### config.mk
export PLATFORM = sky130hd
export DESIGN_NAME = instruction_fetch
export DESIGN_NICKNAME = d
export VERILOG_FILES = /design/src/rtl/instruction_fetch.sv
export SDC_FILE = /design/constraint.sdc
export NUM_CORES = 1
export LEC_CHECK = 0
export BUFFER_PORTS_ARGS = -buffer_cell sky130_fd_sc_hd__clkbuf_2
export CORE_MARGIN = 1.5
export CORE_UTILIZATION = 50
export DETAILED_ROUTE_END_ITERATION = 12
export PLACE_DENSITY = 0.74
export SLEW_MARGIN = 20
export SYNTH_ARGS = -nofsm -noshare
export SYNTH_HDL_FRONTEND = slang
export SYNTH_SLANG_ARGS = --single-unit
### constraint.sdc
create_clock -name Clock -period 4.2 [get_ports Clock]
set_clock_uncertainty 0.05 [all_clocks]
set_input_delay 0.84 -clock Clock [delete_from_list [all_inputs] [get_ports Clock]]
set_output_delay 0.84 -clock Clock [all_outputs]
set_load 0.05 [all_outputs]
### src/rtl/instruction_fetch.sv
// Instruction fetch stage: PC, one-outstanding imem handshake, one-entry skid buffer and redirect with kill.
// Optional macro FETCH_COUNT_EN adds the Fetch_Count output counting consumed instructions.
module instruction_fetch #(
    parameter logic [31:0] RESET_PC = 32'h0000_0000,
    parameter logic [31:0] NOP_WORD = 32'h0000_0013
) (
    input  logic        Clock,
    input  logic        Reset,
    input  logic        Stall,
    input  logic        Branch_Taken,
    input  logic [31:0] Branch_Target,
    output logic        Imem_Req,
    output logic [31:0] Imem_Addr,
    input  logic        Imem_Ready,
    input  logic        Imem_Valid,
    input  logic [31:0] Imem_Data,
    output logic        Instr_Valid,
    output logic [31:0] Instruction,
    output logic [31:0] Instr_PC
`ifdef FETCH_COUNT_EN
    ,
    output logic [31:0] Fetch_Count
`endif
);

    typedef enum logic [1:0] {
        IDLE = 2'd0,
        REQ  = 2'd1,
        WAIT = 2'd2
    } state_t;

    state_t      state, state_next;
    logic [31:0] pc;
    logic [31:0] pending_pc;
    logic        kill;
    logic        skid_valid;
    logic [31:0] skid_data;
    logic [31:0] skid_pc;

    logic        req;
    logic        handshake;
    logic        response;
    logic        deliver;
    logic        consume;

    always_ff @(posedge Clock) begin
        if (Reset) state <= IDLE;
        else       state <= state_next;
    end

    // NOTE: every combinational output gets a default first so no path leaves it unassigned (no latch).
    always_comb begin
        state_next = state;
        req        = 1'b0;
        case (state)
            IDLE: state_next = REQ;
            REQ: begin
                req = !skid_valid;
                if (req && Imem_Ready) state_next = WAIT;
            end
            WAIT: if (Imem_Valid) state_next = REQ;
            default: state_next = IDLE;
        endcase
    end

    assign Imem_Req  = req;
    assign Imem_Addr = pc;
    assign handshake = req && Imem_Ready;
    assign response  = (state == WAIT) && Imem_Valid;
    assign deliver   = response && !kill;
    assign consume   = Instr_Valid && !Stall;

    // NOTE: sequential state uses non-blocking assignments so every register samples pre-edge values.
    always_ff @(posedge Clock) begin
        if (Reset) begin
            pc          <= RESET_PC;
            pending_pc  <= 32'h0;
            kill        <= 1'b0;
            skid_valid  <= 1'b0;
            skid_data   <= 32'h0;
            skid_pc     <= 32'h0;
            Instr_Valid <= 1'b0;
            Instruction <= NOP_WORD;
            Instr_PC    <= 32'h0;
        end else begin
            if (handshake) begin
                pending_pc <= pc;
                pc         <= pc + 32'd4;
            end
            if (Branch_Taken) begin
                pc          <= {Branch_Target[31:2], 2'b00};
                Instr_Valid <= 1'b0;
                Instruction <= NOP_WORD;
                skid_valid  <= 1'b0;
                // A response arriving with the redirect is simply dropped; otherwise any live request is killed.
                if (response)                           kill <= 1'b0;
                else if ((state == WAIT) || handshake) kill <= 1'b1;
            end else begin
                if (response && kill) kill <= 1'b0;
                if (deliver) begin
                    if (!Instr_Valid || consume) begin
                        Instr_Valid <= 1'b1;
                        Instruction <= Imem_Data;
                        Instr_PC    <= pending_pc;
                    end else begin
                        skid_valid <= 1'b1;
                        skid_data  <= Imem_Data;
                        skid_pc    <= pending_pc;
                    end
                end else if (consume) begin
                    if (skid_valid) begin
                        Instruction <= skid_data;
                        Instr_PC    <= skid_pc;
                        skid_valid  <= 1'b0;
                    end else begin
                        Instr_Valid <= 1'b0;
                        Instruction <= NOP_WORD;
                    end
                end
            end
        end
    end

`ifdef FETCH_COUNT_EN
    always_ff @(posedge Clock) begin
        if (Reset)        Fetch_Count <= 32'h0;
        else if (consume) Fetch_Count <= Fetch_Count + 32'd1;
    end
`endif

endmodule

==> impl_results.md <==
- Synth-to-layout area growth: 18.6%
- WP data arrival: 2.96 ns
- EDFF count, synth: 0
- First-pass GRT wire length: roughly 34 mm
- Most frequent cells in the layout: nand2_1 (297), dfxtp_1 (189), clkbuf_2 (160)
- Min-Delay Path Class: reg -> reg
- Gr usage total: 25.4%
- Post-synthesis sequential area ratio: approximately 47%
- Area occupied by multi-input gates: slightly below 4000 µm²
- DR pass1 iterations: 5
- Dominant synthesized flop cell: dfxtp_1
- Max frequency: about 370 MHz
- WHS: 0.404 ns
- DRT Wirelength: about 21 mm
- Finished Core Util: around 60%
- Final Hold Fails: 0
- RSZ-0062 raised after global routing: no
- Final setup viols: 0
- CTS tree: built
- Sink Count: around 190
- Post-synthesis cell type count: 49
- Run status: complete, no violations
- Setup tns final: 0 ns
- Chip Height: about 130 µm
- Inserted Clock Buffers: 17
- Pin count of the biggest net entering global routing: just over 100
- H-tree levels: 4
- CTS Buffer Depth: 2
- Hold buffer count at cts: 0
- # IOs: about 170
- Core Area: about 16000 µm²
- Mean area per synthesized cell: between 7 and 8 µm²
- Final min period: 2.68 ns
- Final nets: 1200
- Commonest non-fill, non-tap cell in the layout: nand2_1
- Worst-path fanout max: 11
- Starting Density: around 51%
- Vias: between 7000 and 8000
- Setup Buffers After CTS: 0
- Synthesized area: between 7000 and 8000 µm²
- Leak pwr: around 0.0033 µW
- Via-to-Cell Ratio: between 5 and 6
- Post-cts sizing count: 0
- Placed cell count: roughly 1300
- Post-synthesis register bit count: 189
- Mapped Cells: ~1000
- VDD IR max: between 0.0002 and 0.0003 V
- GPL Wtd Cong: between 0.8 and 0.9
- Rows: 46
- Hpwl dp: 13.4 mm
- Number of global-route vias before repair: roughly 6700
- Sequential cell area: ~3800 µm²
- Finished Layout Cells: roughly 1400
- Slowest stage delay, CP: slightly below 0.8 ns
- Filler cell count: ~1500
- Worst Setup Start Kind: flip-flop
- Overflow after GRT: 0
- Share of layout cells above drive strength 1: a little under a fifth
- MaxCap Viol Count: 0
- Clock root buffer: clkbuf_16
- Die extent in x: between 100 and 150 µm
- Antenna-violating nets left: 0
- Tot Pwr: ~3800 µW
- Ys Warns: 0
- Worst-Margin Slew: 1.08 ns
- DIE AREA: about 17000 µm²
- Clock-pin slew on the worst setup and hold paths: around 0.070 ns
- Setup CP Type: reg -> reg
- Remaining DRCs: 0
- Initial DRC Count: 602
- Crit-path cells: nand4_1 > nor4_1 > or4b_1 > a311oi_1
- PwrDens: 401 nW/µm²
- Initial antenna violation count: 0
- Required @ worst endpoint: roughly 4.5 ns
- Final Max Slew Viols: 0
- N_diodes: 0
- Nature of the critical path endpoint: flip-flop
- CP max-delay cell: nor4_1
- Fin crit share: a little under two thirds
- Asr flop ratio synth: 0%
- Port-buffer cells: 161
- DR WL/cell: around 16 µm
- Clk_lat worst skew: around 0.42 ns
- Rel. slew slack: 28.3%
[area by class of cell]
type / instances / share of cell area, %
clock buffer: 18 / 4.63
clock inverter: 14 / 1.53
inverter: 13 / 0.515
multi-input combinational: 732 / 40.7
sequential: 189 / 39.9
tap: 216 / 2.85
timing repair buffer: 176 / 9.85
[power by group]
part           internal [µW]  switching [µW]  total, µW
Sequential              1830            58.3       1890
Clock                    892             701       1590
Combinational           90.8             231        322
Total                   2810             990       3800
[cells in the mapped netlist, types with 3 or more instances]
master	count	area, µm²
buf_1	5	18.8
nor4_1	9	56.3
nor3_1	7	35.0
xor2_1	4	35.0
buf_2	3	15.0
dfxtp_1	189	3780
a21oi_1	133	666
and4_1	7	61.3
a221oi_1	3	26.3
or3_1	11	68.8
o31ai_1	5	37.5
a211oi_1	11	82.6
nor4bb_1	3	30.0
inv_1	13	48.8
clkbuf_1	82	308
or4_1	6	45.0
nor2b_1	4	25.0
o211ai_1	5	37.5
a311oi_1	69	604
nor2_1	56	210
nand4_1	13	81.3
buf_4	4	30.0
and3_1	3	18.8
nand3_1	41	205
nand2_1	297	1110
a2111oi_0	4	35.0
o21ai_0	5	25.0
xnor2_1	7	61.3
[per-stage QoR]
stage / setup WS, ns / instance area (µm²)
3_3_place_gp: 1.29 / 8890
2_1_floorplan: 1.69 / 8010
5_1_grt: 1.29 / 9480
3_5_place_dp: 1.29 / 8890
6_report: 1.52 / 9480
4_1_cts: 1.53 / 9480
[logic make-up after synthesis]
family,Yosys count,synth area share [%]
mux,3,0.391
buf+inv,108,5.40
simple gates,470,25.7
flops,189,47.3
other cells,1,0.0469
compound gates,243,19.7
fa+ha+maj,1,0.156
xor+xnor,11,1.21
[sequential cells by signal, summed over array words and instances (netlist names)]
signal,flops
Imem_Addr,30
Instr_PC,30
Instr_Valid,1
Instruction,32
kill,1
pending_pc,30
skid_data,32
skid_pc,30
skid_valid,1
state,2
[worst max-delay path, delay by kind of cell, from the launching register on]
family           cells  cell delay (ns)
AND/OR/NAND/NOR      3             1.78
flip-flops           1             0.49
AO/OA/AOI/OAI        1             0.26
[per-layer routing]
layer / routed length (µm) / GRT usage (%)
met1: 9980 / 35.7
met2: 9910 / 40.6
met3: 1320 / 4.17
met4: 203 / 6.60
met5: 0 / 0
[final timing paths]
check / endpoint / slack [ns] / depth (start not counted) / startpoint
worst max-delay path: Imem_Addr[25] / 1.52 / 4 / Imem_Addr[5]
worst min-delay path: skid_data[1] / 0.40 / 2 / skid_data[1]
worst max register to register: Imem_Addr[25] / 1.52 / 4 / Imem_Addr[5]
worst min register to register: skid_data[1] / 0.40 / 2 / skid_data[1]
No activity file was read; power rests on OpenSTA's default activity.
